<file path="src/rtl/lsu_pkg.sv">
// Shared types and constants for the load/store bus controller and the
// datagen load-extend stage that consumes its right-aligned load data.
package lsu_pkg;

   typedef enum logic [1:0] {
      IDLE = 2'b00,
      REQ  = 2'b01,
      DONE = 2'b10
   } lsu_state_e;

   localparam logic [1:0] SZ_BYTE = 2'b00;
   localparam logic [1:0] SZ_HALF = 2'b01;
   localparam logic [1:0] SZ_WORD = 2'b10;

   // datagen extend-select codes; decode drives both blocks from these
   localparam logic [2:0] DG_LB  = 3'b000;
   localparam logic [2:0] DG_LH  = 3'b001;
   localparam logic [2:0] DG_LW  = 3'b010;
   localparam logic [2:0] DG_LBU = 3'b011;
   localparam logic [2:0] DG_LHU = 3'b100;

   // size 2'b11 is reserved and behaves as a word access
   function automatic logic is_misaligned(input logic [1:0] size,
                                          input logic [1:0] addr_lo);
      logic mis;
      mis = 1'b0;
      if (size == SZ_HALF) begin
         mis = addr_lo[0];
      end else if (size >= SZ_WORD) begin
         mis = (addr_lo != 2'b00);
      end
      return mis;
   endfunction

endpackage

</file>
<file path="src/rtl/lsu_lane_align.sv">
// Byte-lane steering: store-side replication and byte enables from the
// incoming request, load-side right shift from the latched access.
module lsu_lane_align
   import lsu_pkg::*;
(
   input  logic [1:0]  i_st_size,
   input  logic [1:0]  i_st_addr_lo,
   input  logic [31:0] i_st_data,
   output logic [31:0] o_st_wdata,
   output logic [3:0]  o_st_be,
   input  logic [1:0]  i_ld_size,
   input  logic [1:0]  i_ld_addr_lo,
   input  logic [31:0] i_ld_rdata,
   output logic [31:0] o_ld_data
);

   // replicate store data into every lane so the enabled lane always carries it
   always_comb begin
      o_st_wdata = i_st_data;
      o_st_be    = 4'b1111;
      case (i_st_size)
         SZ_BYTE: begin
            o_st_wdata = {4{i_st_data[7:0]}};
            o_st_be    = 4'b0001 << i_st_addr_lo;
         end
         SZ_HALF: begin
            o_st_wdata = {2{i_st_data[15:0]}};
            o_st_be    = i_st_addr_lo[1] ? 4'b1100 : 4'b0011;
         end
         default: ;
      endcase
   end

   // upper bits stay as shifted (not masked); datagen does the extension
   always_comb begin
      o_ld_data = i_ld_rdata;
      if ((i_ld_size == SZ_BYTE) || (i_ld_size == SZ_HALF)) begin
         o_ld_data = i_ld_rdata >> {i_ld_addr_lo, 3'b000};
      end
   end

endmodule

</file>
<file path="src/rtl/lsu_bus_ctrl.sv">
// Load/store bus controller: runs one req/ack data-memory transaction per
// aligned core request, stalling the core until it completes or times out.
//
// state | meaning
// IDLE  | waiting for an aligned load/store; accepts and stalls in same cycle
// REQ   | o_bus_req high, waiting for i_bus_ack or timeout
// DONE  | one-cycle o_done pulse, core advances, back to IDLE
module lsu_bus_ctrl
   import lsu_pkg::*;
#(
   parameter int unsigned TIMEOUT_CYCLES = 16
) (
   input  logic        i_clk,
   input  logic        i_reset,
   input  logic        i_lsu_re,
   input  logic        i_lsu_we,
   input  logic [1:0]  i_lsu_size,
   input  logic [31:0] i_lsu_addr,
   input  logic [31:0] i_lsu_wdata,
   output logic        o_stall,
   output logic [31:0] o_ld_data,
   output logic        o_done,
   output logic        o_misalign,
   output logic        o_bus_err,
   output logic        o_bus_req,
   output logic        o_bus_we,
   output logic [31:0] o_bus_addr,
   output logic [31:0] o_bus_wdata,
   output logic [3:0]  o_bus_be,
   input  logic        i_bus_ack,
   input  logic [31:0] i_bus_rdata
);

   localparam logic [7:0] CNT_LAST = 8'(TIMEOUT_CYCLES - 1);

   lsu_state_e  state_q, state_d;
   logic [7:0]  cnt_q, cnt_d;
   logic [1:0]  size_q, size_d;
   logic [1:0]  addr_lo_q, addr_lo_d;
   logic        bus_req_q, bus_req_d;
   logic        bus_we_q, bus_we_d;
   logic [31:0] bus_addr_q, bus_addr_d;
   logic [31:0] bus_wdata_q, bus_wdata_d;
   logic [3:0]  bus_be_q, bus_be_d;
   logic [31:0] ld_data_q, ld_data_d;
   logic        done_q, done_d;
   logic        bus_err_q, bus_err_d;

   logic        req_any;
   logic        misalign;
   logic        accept;
   logic [31:0] st_wdata;
   logic [3:0]  st_be;
   logic [31:0] ld_shifted;

   lsu_lane_align u_lane_align (
      .i_st_size    (i_lsu_size),
      .i_st_addr_lo (i_lsu_addr[1:0]),
      .i_st_data    (i_lsu_wdata),
      .o_st_wdata   (st_wdata),
      .o_st_be      (st_be),
      .i_ld_size    (size_q),
      .i_ld_addr_lo (addr_lo_q),
      .i_ld_rdata   (i_bus_rdata),
      .o_ld_data    (ld_shifted)
   );

   assign req_any  = i_lsu_re | i_lsu_we;
   assign misalign = req_any & is_misaligned(i_lsu_size, i_lsu_addr[1:0]);
   assign accept   = (state_q == IDLE) & req_any & ~misalign;

   // next-state and registered-output computation
   always_comb begin
      state_d     = state_q;
      cnt_d       = cnt_q;
      size_d      = size_q;
      addr_lo_d   = addr_lo_q;
      bus_req_d   = bus_req_q;
      bus_we_d    = bus_we_q;
      bus_addr_d  = bus_addr_q;
      bus_wdata_d = bus_wdata_q;
      bus_be_d    = bus_be_q;
      ld_data_d   = ld_data_q;
      done_d      = 1'b0;
      bus_err_d   = bus_err_q;
      case (state_q)
         IDLE: begin
            if (accept) begin
               state_d     = REQ;
               cnt_d       = 8'd0;
               size_d      = i_lsu_size;
               addr_lo_d   = i_lsu_addr[1:0];
               bus_req_d   = 1'b1;
               // re and we together resolve as a store
               bus_we_d    = i_lsu_we;
               bus_addr_d  = {i_lsu_addr[31:2], 2'b00};
               bus_wdata_d = st_wdata;
               bus_be_d    = i_lsu_we ? st_be : 4'b0000;
            end
         end
         REQ: begin
            // ack wins over a timeout landing in the same cycle
            if (i_bus_ack) begin
               state_d   = DONE;
               bus_req_d = 1'b0;
               done_d    = 1'b1;
               bus_err_d = 1'b0;
               if (!bus_we_q) begin
                  ld_data_d = ld_shifted;
               end
            end else if (cnt_q == CNT_LAST) begin
               state_d   = DONE;
               bus_req_d = 1'b0;
               done_d    = 1'b1;
               bus_err_d = 1'b1;
               ld_data_d = 32'd0;
            end else begin
               cnt_d = cnt_q + 8'd1;
            end
         end
         DONE: begin
            state_d   = IDLE;
            cnt_d     = 8'd0;
            bus_err_d = 1'b0;
         end
         default: begin
            state_d   = IDLE;
            bus_req_d = 1'b0;
            cnt_d     = 8'd0;
         end
      endcase
   end

   // state and output registers; reset aborts any transaction in flight
   always_ff @(posedge i_clk or posedge i_reset) begin
      if (i_reset) begin
         state_q     <= IDLE;
         cnt_q       <= 8'd0;
         size_q      <= 2'b00;
         addr_lo_q   <= 2'b00;
         bus_req_q   <= 1'b0;
         bus_we_q    <= 1'b0;
         bus_addr_q  <= 32'd0;
         bus_wdata_q <= 32'd0;
         bus_be_q    <= 4'b0000;
         ld_data_q   <= 32'd0;
         done_q      <= 1'b0;
         bus_err_q   <= 1'b0;
      end else begin
         state_q     <= state_d;
         cnt_q       <= cnt_d;
         size_q      <= size_d;
         addr_lo_q   <= addr_lo_d;
         bus_req_q   <= bus_req_d;
         bus_we_q    <= bus_we_d;
         bus_addr_q  <= bus_addr_d;
         bus_wdata_q <= bus_wdata_d;
         bus_be_q    <= bus_be_d;
         ld_data_q   <= ld_data_d;
         done_q      <= done_d;
         bus_err_q   <= bus_err_d;
      end
   end

   assign o_stall     = accept | (state_q == REQ);
   assign o_misalign  = misalign;
   assign o_bus_req   = bus_req_q;
   assign o_bus_we    = bus_we_q;
   assign o_bus_addr  = bus_addr_q;
   assign o_bus_wdata = bus_wdata_q;
   assign o_bus_be    = bus_be_q;
   assign o_ld_data   = ld_data_q;
   assign o_done      = done_q;
   assign o_bus_err   = bus_err_q;

endmodule

</file>
<file path="config.mk">
export PLATFORM = sky130hd
export DESIGN_NAME = lsu_bus_ctrl
export DESIGN_NICKNAME = d
export VERILOG_FILES = /design/src/rtl/lsu_pkg.sv /design/src/rtl/lsu_lane_align.sv /design/src/rtl/lsu_bus_ctrl.sv
export SDC_FILE = /design/constraint.sdc
export NUM_CORES = 1
export LEC_CHECK = 0
export ABC_CLOCK_PERIOD_IN_PS = 5740
export CAP_MARGIN = 0
export CORE_MARGIN = 1
export CORE_UTILIZATION = 35
export DETAILED_ROUTE_END_ITERATION = 6
export MAX_ROUTING_LAYER = met4
export PLACE_DENSITY_LB_ADDON = 0.3
export SLEW_MARGIN = 20
export SYNTH_ARGS = -nofsm -noshare
export SYNTH_HDL_FRONTEND = slang
export SYNTH_SLANG_ARGS = --single-unit
export TNS_END_PERCENT = 30
</file>
<file path="constraint.sdc">
create_clock -name i_clk -period 5.74 [get_ports i_clk]
set_clock_uncertainty 0.2 [all_clocks]
set_input_delay 1.148 -clock i_clk [delete_from_list [all_inputs] [get_ports i_clk]]
set_output_delay 1.148 -clock i_clk [all_outputs]
set_load 0.02 [all_outputs]
</file>
==> results of run 1 <==
## layer usage
layer	wire (um)	vias to the layer above	part of all wire, %	GRT usage (%)
li1	-	2178	-	-
met3	1120	21	7.2	7.01
met1	6740	2266	44	25.0
met5	0	-	0	-
met2	7350	183	47	31.5
met4	258	0	1.7	6.92
## metrics by stage
stage | area, um2 | std cells | power (mW)
global route | 8370 | 914 | 4.56
floorplan | 5590 | 498 | 2.31
detailed placement | 7710 | 883 | 3.14
finish | 8370 | 914 | 4.32
global placement | 7710 | 883 | 3.10
CTS | 8360 | 914 | 4.36
## Yosys cell counts (all sizes together), types with 2 or more instances
cell / n
dfrtp: 115
o21ai: 59
nand2: 42
mux2: 41
mux2i: 32
nor2: 32
a21oi: 29
a22o: 25
buf: 25
nor2b: 19
clkbuf: 12
a2bb2oi: 9
a22oi: 8
o2bb2ai: 8
nand3: 6
nand2b: 3
a21boi: 2
a31oi: 2
a32o: 2
and2: 2
and2b: 2
inv: 2
nand3b: 2
nor4: 2
## power by group
group          total (mW)  switching, mW  leakage (nW)  internal (mW)
registers            1.35          0.226          1.42           1.12
logic                1.78          0.879          1.80          0.902
clock network        1.19          0.370         0.313          0.821
## registers in the layout, indices dropped and copies added, names as in the netlist
name and flops:
o_bus_req 1, size_q 1, o_bus_be 4, o_bus_addr 30, o_bus_wdata 32, o_bus_we 1, o_ld_data 32, o_bus_err 1
cnt_q 8, state_q 2, o_done 1, addr_lo_q 2
## cell type report
cell class / count / area (um2) / share of cell area, %
Sequential cell: 115 / 2880 / 34.4
Clock inverter: 10 / 205 / 2.45
Clock buffer: 21 / 450 / 5.38
Multi-Input combinational cell: 344 / 2460 / 29.4
Tap cell: 211 / 264 / 3.16
Timing Repair Buffer: 211 / 2100 / 25.1
Inverter: 2 / 10.0 / 0.120
## path summary, 6_finish.rpt
path,slack [ns],endpoint,from,cells after the start
max,1.29,o_stall,i_lsu_size[0],5
min,0.28,o_bus_wdata[26]$_DFFE_PP0P_,o_bus_wdata[26]$_DFFE_PP0P_,2
max reg2reg,3.11,o_ld_data[26]$_DFFE_PP0P_,state_q[0]$_DFFE_PP0P_,5
min reg2reg,0.28,o_bus_wdata[26]$_DFFE_PP0P_,o_bus_wdata[26]$_DFFE_PP0P_,2
max in group asynchronous,3.17,o_ld_data[15]$_DFFE_PP0P_,i_reset,3
min in group asynchronous,1.08,o_bus_addr[24]$_DFFE_PP0P_,i_reset,2
## critical path: cells and delay by family
family                 cells  cell delay, ns
buffers and inverters      2            1.39
AOI/OAI and AO/OA          1            0.39
and+or+nand+nor            2            0.17
## cell families after synthesis
logic type,count (synthesis),share of synthesized area [%]
flip-flops,115,51.5
buffers and inverters,39,4.53
other,1,0.0672
multiplexers,73,14.5
XOR/XNOR,1,0.157
AO/OA/AOI/OAI,151,18.5
AND/OR/NAND/NOR,116,10.6
adder cells (fa/ha/maj),1,0.224
==> flow_metrics.py, run 1 <==
metrics = {
    "synth": {
        "yosysSeqAreaShare_pct": 51.5,
        "synthFlopType": "dfrtp_1",
        "synth_area_leaders": "dfrtp_1 (52%), mux2i_1 (5.7%), mux2_2 (5.4%)",
        "synth_top_area_cell": "dfrtp_1",
        "synth_top_area_share_pct": 51.5,
        "synthArstFlopShare_pct": 100,
        "yosys.cell_types.count": 56,
        "ys.warnings.count": 0,
        "syn_avg_cell_area_um2": 11.2,
        "synth_edf_count": 0,
        "netlist_area_mm2": 0.00558,
        "ys_ff_latch": 115,
        "syn_inst": 497,
    },
    "route": {
        "drtPass1Iterations": 4,
        "vias_per_cell": 5.09,
        "wl_per_cell_um": 16.9,
        "vias": 4648,
        "drc": 0,
        "antenna_left": 0,
        "drt-total-wl_mm": 15.5,
        "drt_iter0_markers": 345,
    },
    "finish": {
        "final_util_pct": 54.4,
        "layout_commonest_cell": "clkdlybuf4s50_1",
        "drive_above_1_share_pct": 14.8,
        "n_fill_cell": 1321,
        "n_antenna_cell": 0,
        "finalNetCount": 795,
        "syn_to_final_growth_pct": 49.8,
        "final_cell_mix": "clkdlybuf4s50_1 (206), dfrtp_1 (115), o21ai_0 (56)",
    },
    "placed_design": {
        "port_buffers": 206,
        "gp_congestion": 0.782,
        "dp_hpwl_mm": 10.8,
        "post-place-ws_ns": 1.27,
    },
    "pwr": {
        "pwr_density_cell_mw_per_mm2": 516,
        "max-vdd-ir-drop_uv": 244,
        "power.leakage_nw": 3.53,
    },
    "worst_hold_path": {
        "worstHoldPathType": "reg -> reg",
    },
    "timing": {
        "timing.final.crit_share_pct": 77.5,
        "maxSlewHeadroom_pct": 32.1,
        "min_period_ns": 4.45,
        "report.final.slew_viol_count": 0,
        "worst_hold_slack_ns": 0.281,
        "max_freq_mhz": 225,
        "setup_violations": 0,
        "worst_slew_pin_slew_ns": 1.02,
        "timing.final.ws_setup_ns": 1.29,
        "final.setup.tns_ns": 0,
        "final-hold-violation-count": 0,
        "grt_setup_unrepaired": "no",
    },
    "grt": {
        "grt_max_degree": 97,
        "grt_pass1_vias": 4801,
        "grt_pass1_wl_mm": 25.0,
        "grt.overflow.total": 0,
        "antenna_found_initial": 0,
        "grt_use_total_pct": 20.4,
    },
    "worst_setup_path": {
        "crit_path_start_kind": "input port",
        "crit_chain": "clkdlybuf4s50_1 > a2bb2oi_2 > nand3_4 > nand2_1 > clkdlybuf4s50_1",
        "cpPeakStageDelay_ns": 0.78,
        "path_max_fanout": 12,
        "slowest_stage": "clkdlybuf4s50_1",
        "cp_data_required_time_ns": 4.39,
        "worst-setup-path-type": "in -> out",
        "cp.arrival_ns": 3.10,
        "crit_path_end_kind": "output port",
        "path_common_cell": "clkdlybuf4s50_1",
    },
    "floorplan": {
        "fp.dieW_um": 128,
        "row_count": 45,
        "dieHeight_um": 128,
        "core_area_mm2": 0.0154,
        "initial_utilization_pct": 36.3,
        "dieArea_mm2": 0.0165,
        "io_pins": 209,
    },
    "clock_tree": {
        "path_clk_slew_ns": 0.05,
        "cts_buffers": 17,
        "root_buffer": "clkbuf_16",
        "hold_buffers": 0,
        "cts_resized": 0,
        "cts_tree": "built",
        "cts_setup_buffers": 0,
        "clkLatencyLatePin_ns": 0.41,
        "cts_sinks": 115,
        "cts_buffer_depth": 2,
        "htreeDepth": 4,
    },
    "run_status": {
        "status": "finished, final reports clean",
    },
    "run": {
        "drv_cap": 0,
    },
}
Note: power is estimated with default switching activity, not from simulation.
==> run 2: changes to the inputs <==
- ABC_CLOCK_PERIOD_IN_PS: 5740 -> 4100
- clock period: 5.74 -> 4.1 ns (I/O delays scaled with it)
==> run 2 against run 1 <==
  * Clock power up 26%
  * Cell area shrank 0.24%
  * Core utilization decreased by 0.13 points
  * Combinational power increased by 38%
  * Critical path type unchanged
  * First-iteration DRC count fell by 30%
==> flow_metrics.py, run 2 (same netlist as run 1, synthesis figures left out) <==
metrics = {
    "pwr": {
        "sw_frac_of_total_pct": 35.4,
        "p_int_mw": 3.80,
        "total_power_mw": 5.89,
        "power.clock.fraction_pct": 25.5,
        "switchingPower_mw": 2.08,
        "combPwrFrac_pct": 41.7,
        "pwr_density_cell_mw_per_mm2": 705,
        "p_seq_share_pct": 32.7,
        "power.leakage_nw": 3.52,
        "max-vdd-ir-drop_uv": 368,
    },
    "route": {
        "drt_iter0_markers": 240,
        "wl_per_cell_um": 16.9,
        "drc": 0,
        "drt-total-wl_mm": 15.5,
        "vias_per_cell": 5.10,
        "drtPass1Iterations": 4,
        "antenna_left": 0,
        "vias": 4678,
    },
    "grt": {
        "gr-usage-met3_pct": 5.26,
        "grt_use_total_pct": 20.3,
        "antenna_found_initial": 0,
        "grt-busiest-layer": "met2",
        "met2_usage_pct": 32.8,
        "grt_pass1_wl_mm": 24.8,
        "grt_max_degree": 57,
        "grt.overflow.total": 0,
        "met1_usage_pct": 24.5,
        "grt_pass1_vias": 4834,
    },
    "placed_design": {
        "gp_congestion": 0.815,
        "port_buffers": 206,
        "dp_hpwl_mm": 11.1,
        "post-place-ws_ns": 0.516,
    },
    "timing": {
        "maxSlewHeadroom_pct": 26.5,
        "timing.final.ws_setup_ns": 0.522,
        "report.final.slew_viol_count": 0,
        "timing.final.crit_share_pct": 87.3,
        "min_period_ns": 3.58,
        "max_freq_mhz": 279,
        "worst_slew_pin_slew_ns": 1.10,
        "setup_violations": 0,
        "grt_setup_unrepaired": "no",
        "final-hold-violation-count": 0,
        "final.setup.tns_ns": 0,
    },
    "clock_tree": {
        "hold_buffers": 0,
        "path_clk_slew_ns": 0.06,
        "cts_tree": "built",
        "htreeDepth": 4,
        "cts_sinks": 115,
        "clkLatencyLatePin_ns": 0.40,
        "cts_resized": 0,
        "cts_buffer_depth": 2,
        "cts_buffers": 17,
        "root_buffer": "clkbuf_16",
        "cts_setup_buffers": 0,
    },
    "floorplan": {
        "row_count": 45,
        "core_area_mm2": 0.0154,
        "dieHeight_um": 128,
        "dieArea_mm2": 0.0165,
        "initial_utilization_pct": 36.3,
        "fp.dieW_um": 128,
        "io_pins": 209,
    },
    "worst_setup_path": {
        "cp-startpoint": "i_lsu_addr[0]",
        "cp.arrival_ns": 2.56,
        "rrSetupSlack_ns": 1.46,
        "crit_path_start_kind": "input port",
        "r2r_end": "o_ld_data[31]$_DFFE_PP0P_",
        "ff2ff_path_depth": 5,
        "r2r-start": "state_q[0]$_DFFE_PP0P_",
        "critPathCapture": "o_misalign",
        "path_max_fanout": 7,
        "cp_data_required_time_ns": 3.08,
        "worst-setup-path-type": "in -> out",
        "crit_path_end_kind": "output port",
    },
    "finish": {
        "final_cell_mix": "clkdlybuf4s50_1 (206), dfrtp_1 (115), o21ai_0 (56)",
        "layout_commonest_cell": "clkdlybuf4s50_1",
        "drive_above_1_share_pct": 15.4,
        "finalNetCount": 798,
        "syn_to_final_growth_pct": 49.5,
        "n_antenna_cell": 0,
    },
    "run": {
        "drv_cap": 0,
    },
    "worst_hold_path": {
        "worstHoldPathType": "reg -> reg",
        "hold_depth": 2,
    },
    "run_status": {
        "status": "finished, final reports clean",
    },
}
==> run 2: cell types whose count changed in the layout (fill, tap and decap cells not counted), sizes merged <==
cell      before  now
bufinv         6    3
buf            5    8
clkbuf        21   19
clkinvlp       2    5
clkinv         2    5
==> run 2: metrics by stage <==
stage | util (%) | hold WS (ns) | cell area [um2] | cells
3_3_place_gp | 50.4 | 0.264 | 7740 | 886
2_1_floorplan | - | 0.268 | 5590 | 498
4_1_cts | 54.3 | 0.281 | 8350 | 918
3_5_place_dp | 50.4 | 0.270 | 7740 | 886
6_report | 54.3 | 0.275 | 8350 | 918
5_1_grt | 54.3 | 0.304 | 8350 | 918
==> run 2: cell type report <==
class	count	area, um2
Multi-Input combinational cell	344	2460
Sequential cell	115	2880
Timing Repair Buffer	214	2130
Tap cell	211	264
Fill cell	1329	7020
Clock buffer	19	443
Inverter	2	10.0
Clock inverter	13	160
==> run 2: per-layer routing <==
layer  vias to the layer above  share of wire, %
li1                       2192                 -
met1                      2299                43
met2                       175                49
met3                        12               6.9
met4                         0               1.1
met5                         -                 0
==> run 2: power groups by stage <==
stage / Clock [mW] / Combinational [mW] / Sequential, mW
6_report: 1.50 / 2.46 / 1.93
5_1_grt: 1.59 / 2.62 / 1.99
4_1_cts: 1.53 / 2.48 / 1.93
3_5_place_dp: 0 / 2.47 / 1.94
3_3_place_gp: 0 / 2.44 / 1.92
2_1_floorplan: 0 / 0.929 / 2.31
==> run 2: worst max-delay path: stages <==
cell,delay (ns)
clkdlybuf4s50_1,0.53
o21ai_2,0.27
a21boi_0,0.31
nor2_1,0.07
clkdlybuf4s50_1,0.55
==> run 2: worst min-delay path by stage <==
stage	end	slack, ns	start
finish	o_bus_wdata[26]$_DFFE_PP0P_	0.28	o_bus_wdata[26]$_DFFE_PP0P_
global route	o_bus_wdata[22]$_DFFE_PP0P_	0.30	o_bus_wdata[22]$_DFFE_PP0P_
CTS	o_bus_wdata[22]$_DFFE_PP0P_	0.28	o_bus_wdata[22]$_DFFE_PP0P_
detailed placement	o_bus_wdata[25]$_DFFE_PP0P_	0.27	o_bus_wdata[25]$_DFFE_PP0P_
global placement	o_bus_wdata[22]$_DFFE_PP0P_	0.26	o_bus_wdata[22]$_DFFE_PP0P_
floorplan	cnt_q[0]$_DFFE_PP0P_	0.27	cnt_q[0]$_DFFE_PP0P_
